==> config.mk <==
export PLATFORM = sky130hd
export DESIGN_NAME = parking_gate_arbiter
export DESIGN_NICKNAME = d
export VERILOG_FILES = /design/src/rtl/parking_gate_arbiter.sv
export SDC_FILE = /design/constraint.sdc
export NUM_CORES = 1
export LEC_CHECK = 0
export ABC_AREA = 0
export BUFFER_PORTS_ARGS = -buffer_cell sky130_fd_sc_hd__buf_2
export CAP_MARGIN = 40
export CORE_ASPECT_RATIO = 0.8
export CORE_MARGIN = 2
export CORE_UTILIZATION = 51
export CTS_CLUSTER_SIZE = 40
export DETAILED_ROUTE_END_ITERATION = 10
export GPL_ROUTABILITY_DRIVEN = 0
export PLACE_DENSITY_LB_ADDON = 0.2
export SETUP_SLACK_MARGIN = 0.02
export SLEW_MARGIN = 20
export SYNTH_ARGS = -nofsm -noshare
export SYNTH_HDL_FRONTEND = slang
export SYNTH_SLANG_ARGS = --single-unit
==> constraint.sdc <==
create_clock -name clk -period 1.6 [get_ports clk]
set_input_delay 0.08 -clock clk [delete_from_list [all_inputs] [get_ports clk]]
set_output_delay 0.08 -clock clk [all_outputs]
set_load 0.05 [all_outputs]
==> src/rtl/parking_gate_arbiter.sv <==
// parking_gate_arbiter
// Shares the lane's single barrier gate between entering and exiting cars.
// One direction is granted at a time (round-robin on ties), and the gate motor
// is sequenced through RAISE -> PASS -> LOWER. Entry is refused at capacity,
// and exit is refused when the lot is empty. Every output is a flop driven from
// the next-state decode, so no output glitches.
module parking_gate_arbiter #(
  parameter int CAPACITY       = 25,
  parameter int MOTOR_CYCLES   = 4,
  parameter int TIMEOUT_CYCLES = 64
) (
  input  logic       clk,
  input  logic       reset,
  input  logic       enter_req,
  input  logic       exit_req,
  input  logic [4:0] count,
  input  logic       enter_done,
  input  logic       exit_done,
  output logic       grant_in,
  output logic       grant_out,
  output logic       motor_up,
  output logic       motor_down,
  output logic       gate_open,
  output logic       busy,
  output logic       full,
  output logic       timeout
);

  localparam int MAX_CYC = (MOTOR_CYCLES > TIMEOUT_CYCLES) ? MOTOR_CYCLES : TIMEOUT_CYCLES;
  localparam int CNT_W   = $clog2(MAX_CYC + 1);

  // The terminal counts are the last cycle spent in a phase. The counter starts
  // at 0 on phase entry, so a phase of N cycles ends when the counter holds N-1.
  localparam logic [CNT_W-1:0] MOTOR_LAST = CNT_W'(MOTOR_CYCLES - 1);
  localparam logic [CNT_W-1:0] PASS_LAST  = CNT_W'(TIMEOUT_CYCLES - 1);
  localparam logic [4:0]       CAP        = 5'(CAPACITY);

  typedef enum logic [1:0] {
    S_IDLE,
    S_RAISE,
    S_PASS,
    S_LOWER
  } state_t;

  typedef enum logic {
    DIR_IN,
    DIR_OUT
  } dir_t;

  state_t           state, state_nxt;
  dir_t             dir, dir_nxt;
  dir_t             last_dir, last_dir_nxt;
  logic [CNT_W-1:0] cnt, cnt_nxt;
  logic             timeout_nxt;
  logic             elig_in;
  logic             elig_out;
  logic             done_match;

  // Next-state, arbitration and phase counter.
  always_comb begin
    state_nxt    = state;
    dir_nxt      = dir;
    last_dir_nxt = last_dir;
    cnt_nxt      = '0;
    timeout_nxt  = 1'b0;

    elig_in    = enter_req && (count < CAP);
    elig_out   = exit_req && (count != 5'd0);
    done_match = (dir == DIR_IN) ? enter_done : exit_done;

    case (state)
      S_IDLE: begin
        // Requests and occupancy only matter here. A tie goes to the
        // direction that did not win last time.
        if (elig_in || elig_out) begin
          state_nxt = S_RAISE;
          if (elig_in && elig_out) begin
            dir_nxt = (last_dir == DIR_IN) ? DIR_OUT : DIR_IN;
          end else if (elig_in) begin
            dir_nxt = DIR_IN;
          end else begin
            dir_nxt = DIR_OUT;
          end
          last_dir_nxt = dir_nxt;
        end
      end

      S_RAISE: begin
        if (cnt == MOTOR_LAST) begin
          state_nxt = S_PASS;
        end else begin
          cnt_nxt = cnt + 1'b1;
        end
      end

      S_PASS: begin
        // A matching done pulse takes priority over a timeout in the same
        // cycle. Done pulses for the other direction are ignored.
        if (done_match) begin
          state_nxt = S_LOWER;
        end else if (cnt == PASS_LAST) begin
          state_nxt   = S_LOWER;
          timeout_nxt = 1'b1;
        end else begin
          cnt_nxt = cnt + 1'b1;
        end
      end

      S_LOWER: begin
        if (cnt == MOTOR_LAST) begin
          state_nxt = S_IDLE;
        end else begin
          cnt_nxt = cnt + 1'b1;
        end
      end

      default: begin
        state_nxt = S_IDLE;
      end
    endcase
  end

  // State, direction and counter registers. Reset abandons any sequence in place.
  always_ff @(posedge clk or negedge reset) begin
    if (!reset) begin
      state    <= S_IDLE;
      dir      <= DIR_IN;
      last_dir <= DIR_IN;
      cnt      <= '0;
    end else begin
      state    <= state_nxt;
      dir      <= dir_nxt;
      last_dir <= last_dir_nxt;
      cnt      <= cnt_nxt;
    end
  end

  // Registered outputs decoded from the next state, so they line up with the state register.
  always_ff @(posedge clk or negedge reset) begin
    if (!reset) begin
      grant_in   <= 1'b0;
      grant_out  <= 1'b0;
      motor_up   <= 1'b0;
      motor_down <= 1'b0;
      gate_open  <= 1'b0;
      busy       <= 1'b0;
      full       <= 1'b0;
      timeout    <= 1'b0;
    end else begin
      grant_in   <= (state_nxt != S_IDLE) && (dir_nxt == DIR_IN);
      grant_out  <= (state_nxt != S_IDLE) && (dir_nxt == DIR_OUT);
      motor_up   <= (state_nxt == S_RAISE);
      motor_down <= (state_nxt == S_LOWER);
      gate_open  <= (state_nxt == S_PASS);
      busy       <= (state_nxt != S_IDLE);
      full       <= (count >= CAP);
      timeout    <= timeout_nxt;
    end
  end

endmodule

==> flow_summary.json <==
{
  "status": "finished clean",
  "final_nets": 113,
  "tritoncts": "built",
  "grt_usage": 0.186,
  "worstPathArrival_ns": 1.71,
  "clock_skew_ns": 0.00876,
  "yosysSeqAreaShare": 0.553,
  "cts-root-buf": "clkbuf_4",
  "fp.dieW_um": 49.9,
  "dr.pass1.iters": 4,
  "syn_avg_cell_area_um2": 11.0,
  "min_period_ns": 1.52,
  "cp_top_family": "simple AND/OR/NAND/NOR gates",
  "num_vias": 657,
  "grt_pass1_vias": 556,
  "syn_nets": 90,
  "worstSetupStartpointType": "register",
  "syn_to_final_growth_pct": 23.6,
  "mostFrequentLayoutCells": "dfrtp_1 (19), buf_2 (18), nor2_1 (8), nand2_1 (8)",
  "drtAntennaViolNets": 0,
  "drc": 0,
  "crit_fanout": 4,
  "io_buffers": 18,
  "wl_per_cell_um": 13.5,
  "multi_input_area_um2": 417,
  "grt_pass1_wl_mm": 2.58,
  "critPathSlowestCell": "dfrtp_1",
  "core_mm2": 0.00161,
  "synth-seq-cells": 19,
  "path_class": "reg -> reg",
  "die_h_um": 40.7,
  "clkLatencyLatePin_ns": 0.30,
  "final_util": 0.660,
  "cpPeakStageDelay_ns": 0.42,
  "final-seq-area_um2": 475,
  "postCtsSetupRepairBufs": 0,
  "slew_viol_final": 0,
  "placementRows": 13,
  "slew_headroom": 0.726,
  "yosys_warnings": 0,
  "gr-total-overflow": 0,
  "layout-drive-gt1-share": 0.340,
  "p_leak_nw": 0.499,
  "drt_wl_total_mm": 1.64,
  "setup_tns_ns": 0,
  "post-place-ws_ns": -0.0324,
  "synth_area_leaders": "dfrtp_1 (55%), nand2_1 (3.5%), nor2_1 (3.5%)",
  "netlist_area_um2": 860,
  "final_common_cell": "dfrtp_1",
  "ir_drop_v": 0.000527,
  "path_clk_slew_ns": 0.11,
  "numCtsBuffers": 3,
  "cp_num_buf_inv": 0,
  "clock_path_buffers": 2,
  "synthCells": 78,
  "dp_hpwl_mm": 1.16,
  "n_fill_cell": 132,
  "power_density_mw_per_mm2": 720,
  "min_period_over_period": 0.949,
  "h-tree-depth": 1,
  "viasPerCell": 5.39,
  "dieArea_mm2": 0.00203,
  "setup_ws_ns": 0.0812,
  "max_freq_mhz": 658,
  "tightest_slew_ns": 0.411,
  "whs_ns": 0.0846,
  "antenna_cells": 0,
  "final_cells": 122,
  "ys_types": 31,
  "initial_core_util": 0.534,
  "numClockSinks": 19,
  "critical_path.endpoint_type": "register",
  "synth_top_area_share": 0.553,
  "dp.cells": 117,
  "worstPathRequired_ns": 1.79,
  "yosysTopAreaCell": "dfrtp_1",
  "antenna_found_initial": 0,
  "drtIter0Drc": 10,
  "pin_count": 19,
  "min_path_type": "in -> reg",
  "crit_chain": "ha_4, nor4b_4, and3_4, a22oi_2, nor2b_1",
  "grt_max_degree": 20,
  "setup_viol": 0,
  "max-cap-violations": 0,
  "hold_viol": 0
}
## sequential cells by signal, indices dropped and copies added (netlist names)
register / flops
motor_down: 1
dir: 1
last_dir: 1
grant_out: 1
gate_open: 1
full: 1
busy: 1
timeout: 1
grant_in: 1
motor_up: 1
cnt: 7
state: 2
## cell type report
type	instances	share of cell area
timing repair buffer	19	0.0942
tap	22	0.0259
clock buffer	3	0.0212
sequential	19	0.448
multi-input combinational	54	0.392
clock inverter	1	0.00471
inverter	4	0.0141
## layer usage
| layer | routed length (µm) | up-vias | share of wire | GRT usage |
|---|---|---|---|---|
| met5 | 0 | - | 0 | 0 |
| met4 | 41 | 0 | 0.025 | 0.104 |
| met3 | 83 | 7 | 0.051 | 0.0657 |
| met2 | 817 | 18 | 0.50 | 0.310 |
| met1 | 699 | 315 | 0.43 | 0.220 |
| li1 | - | 317 | - | - |
## worst register-to-register path: stages, from the launching register on
cell and delay, ns:
dfrtp_1 0.42, ha_4 0.17, nor4b_4 0.30, and3_4 0.29, a22oi_2 0.09, nor2b_1 0.15
## final timing paths
| path | endpoint | slack, ns | depth (start not counted) | from |
|---|---|---|---|---|
| setup / recovery | grant_out | 0.08 | 5 | cnt[0] |
| hold reg to reg | cnt[0] | 0.52 | 1 | cnt[0] |
| setup reg to reg | grant_out | 0.08 | 5 | cnt[0] |
| max in group asynchronous | state[0] | 1.08 | 2 | reset |
| min in group asynchronous | grant_in | 0.22 | 2 | reset |
| hold / removal | busy | 0.08 | 3 | exit_req |
## cells in the mapped netlist (all sizes together)
cell / n
nand3: 4
mux2i: 1
o21ai: 2
a311oi: 1
nand2b: 1
a32oi: 1
a22oi: 1
o31a: 1
dfrtp: 19
or3: 2
inv: 4
ha: 1
nand2: 8
nor2b: 3
a21o: 1
clkbuf: 1
nor2: 8
nor4b: 1
o31ai: 1
a21oi: 4
o311ai: 1
o221ai: 1
and2: 1
a211o: 1
a21boi: 1
nand4: 1
xnor2: 2
xor2: 3
and3: 2
## stage by stage
stage | area [µm²] | total power, mW
2_1_floorplan | 860 | 0.507
3_3_place_gp | 973 | 0.535
3_5_place_dp | 973 | 0.537
4_1_cts | 1020 | 0.775
5_1_grt | 1060 | 0.795
6_report | 1060 | 0.765
## what timing repair did
item,in CTS,in global routing
hold buffers,1,0
pin swaps,0,3
setup endpoints to repair,9,12
resized for setup,1,9
endpoints found under the hold margin,19,0
## report_power, final
group	total (mW)	switching (mW)	internal (mW)	leakage, nW
clock network	0.237	0.144	0.0933	0.0177
logic	0.0471	0.0296	0.0174	0.258
registers	0.481	0.000211	0.481	0.224
total	0.765	0.173	0.592	0.499
## logic make-up after synthesis
| family | count (synthesis) | synth area share |
|---|---|---|
| compound gates | 16 | 0.159 |
| xor+xnor | 5 | 0.0510 |
| fa+ha+maj | 1 | 0.0146 |
| buf+inv | 5 | 0.0218 |
| flops | 19 | 0.553 |
| mux | 1 | 0.0116 |
| simple gates | 31 | 0.189 |
Note: power is estimated with default switching activity, not from simulation.
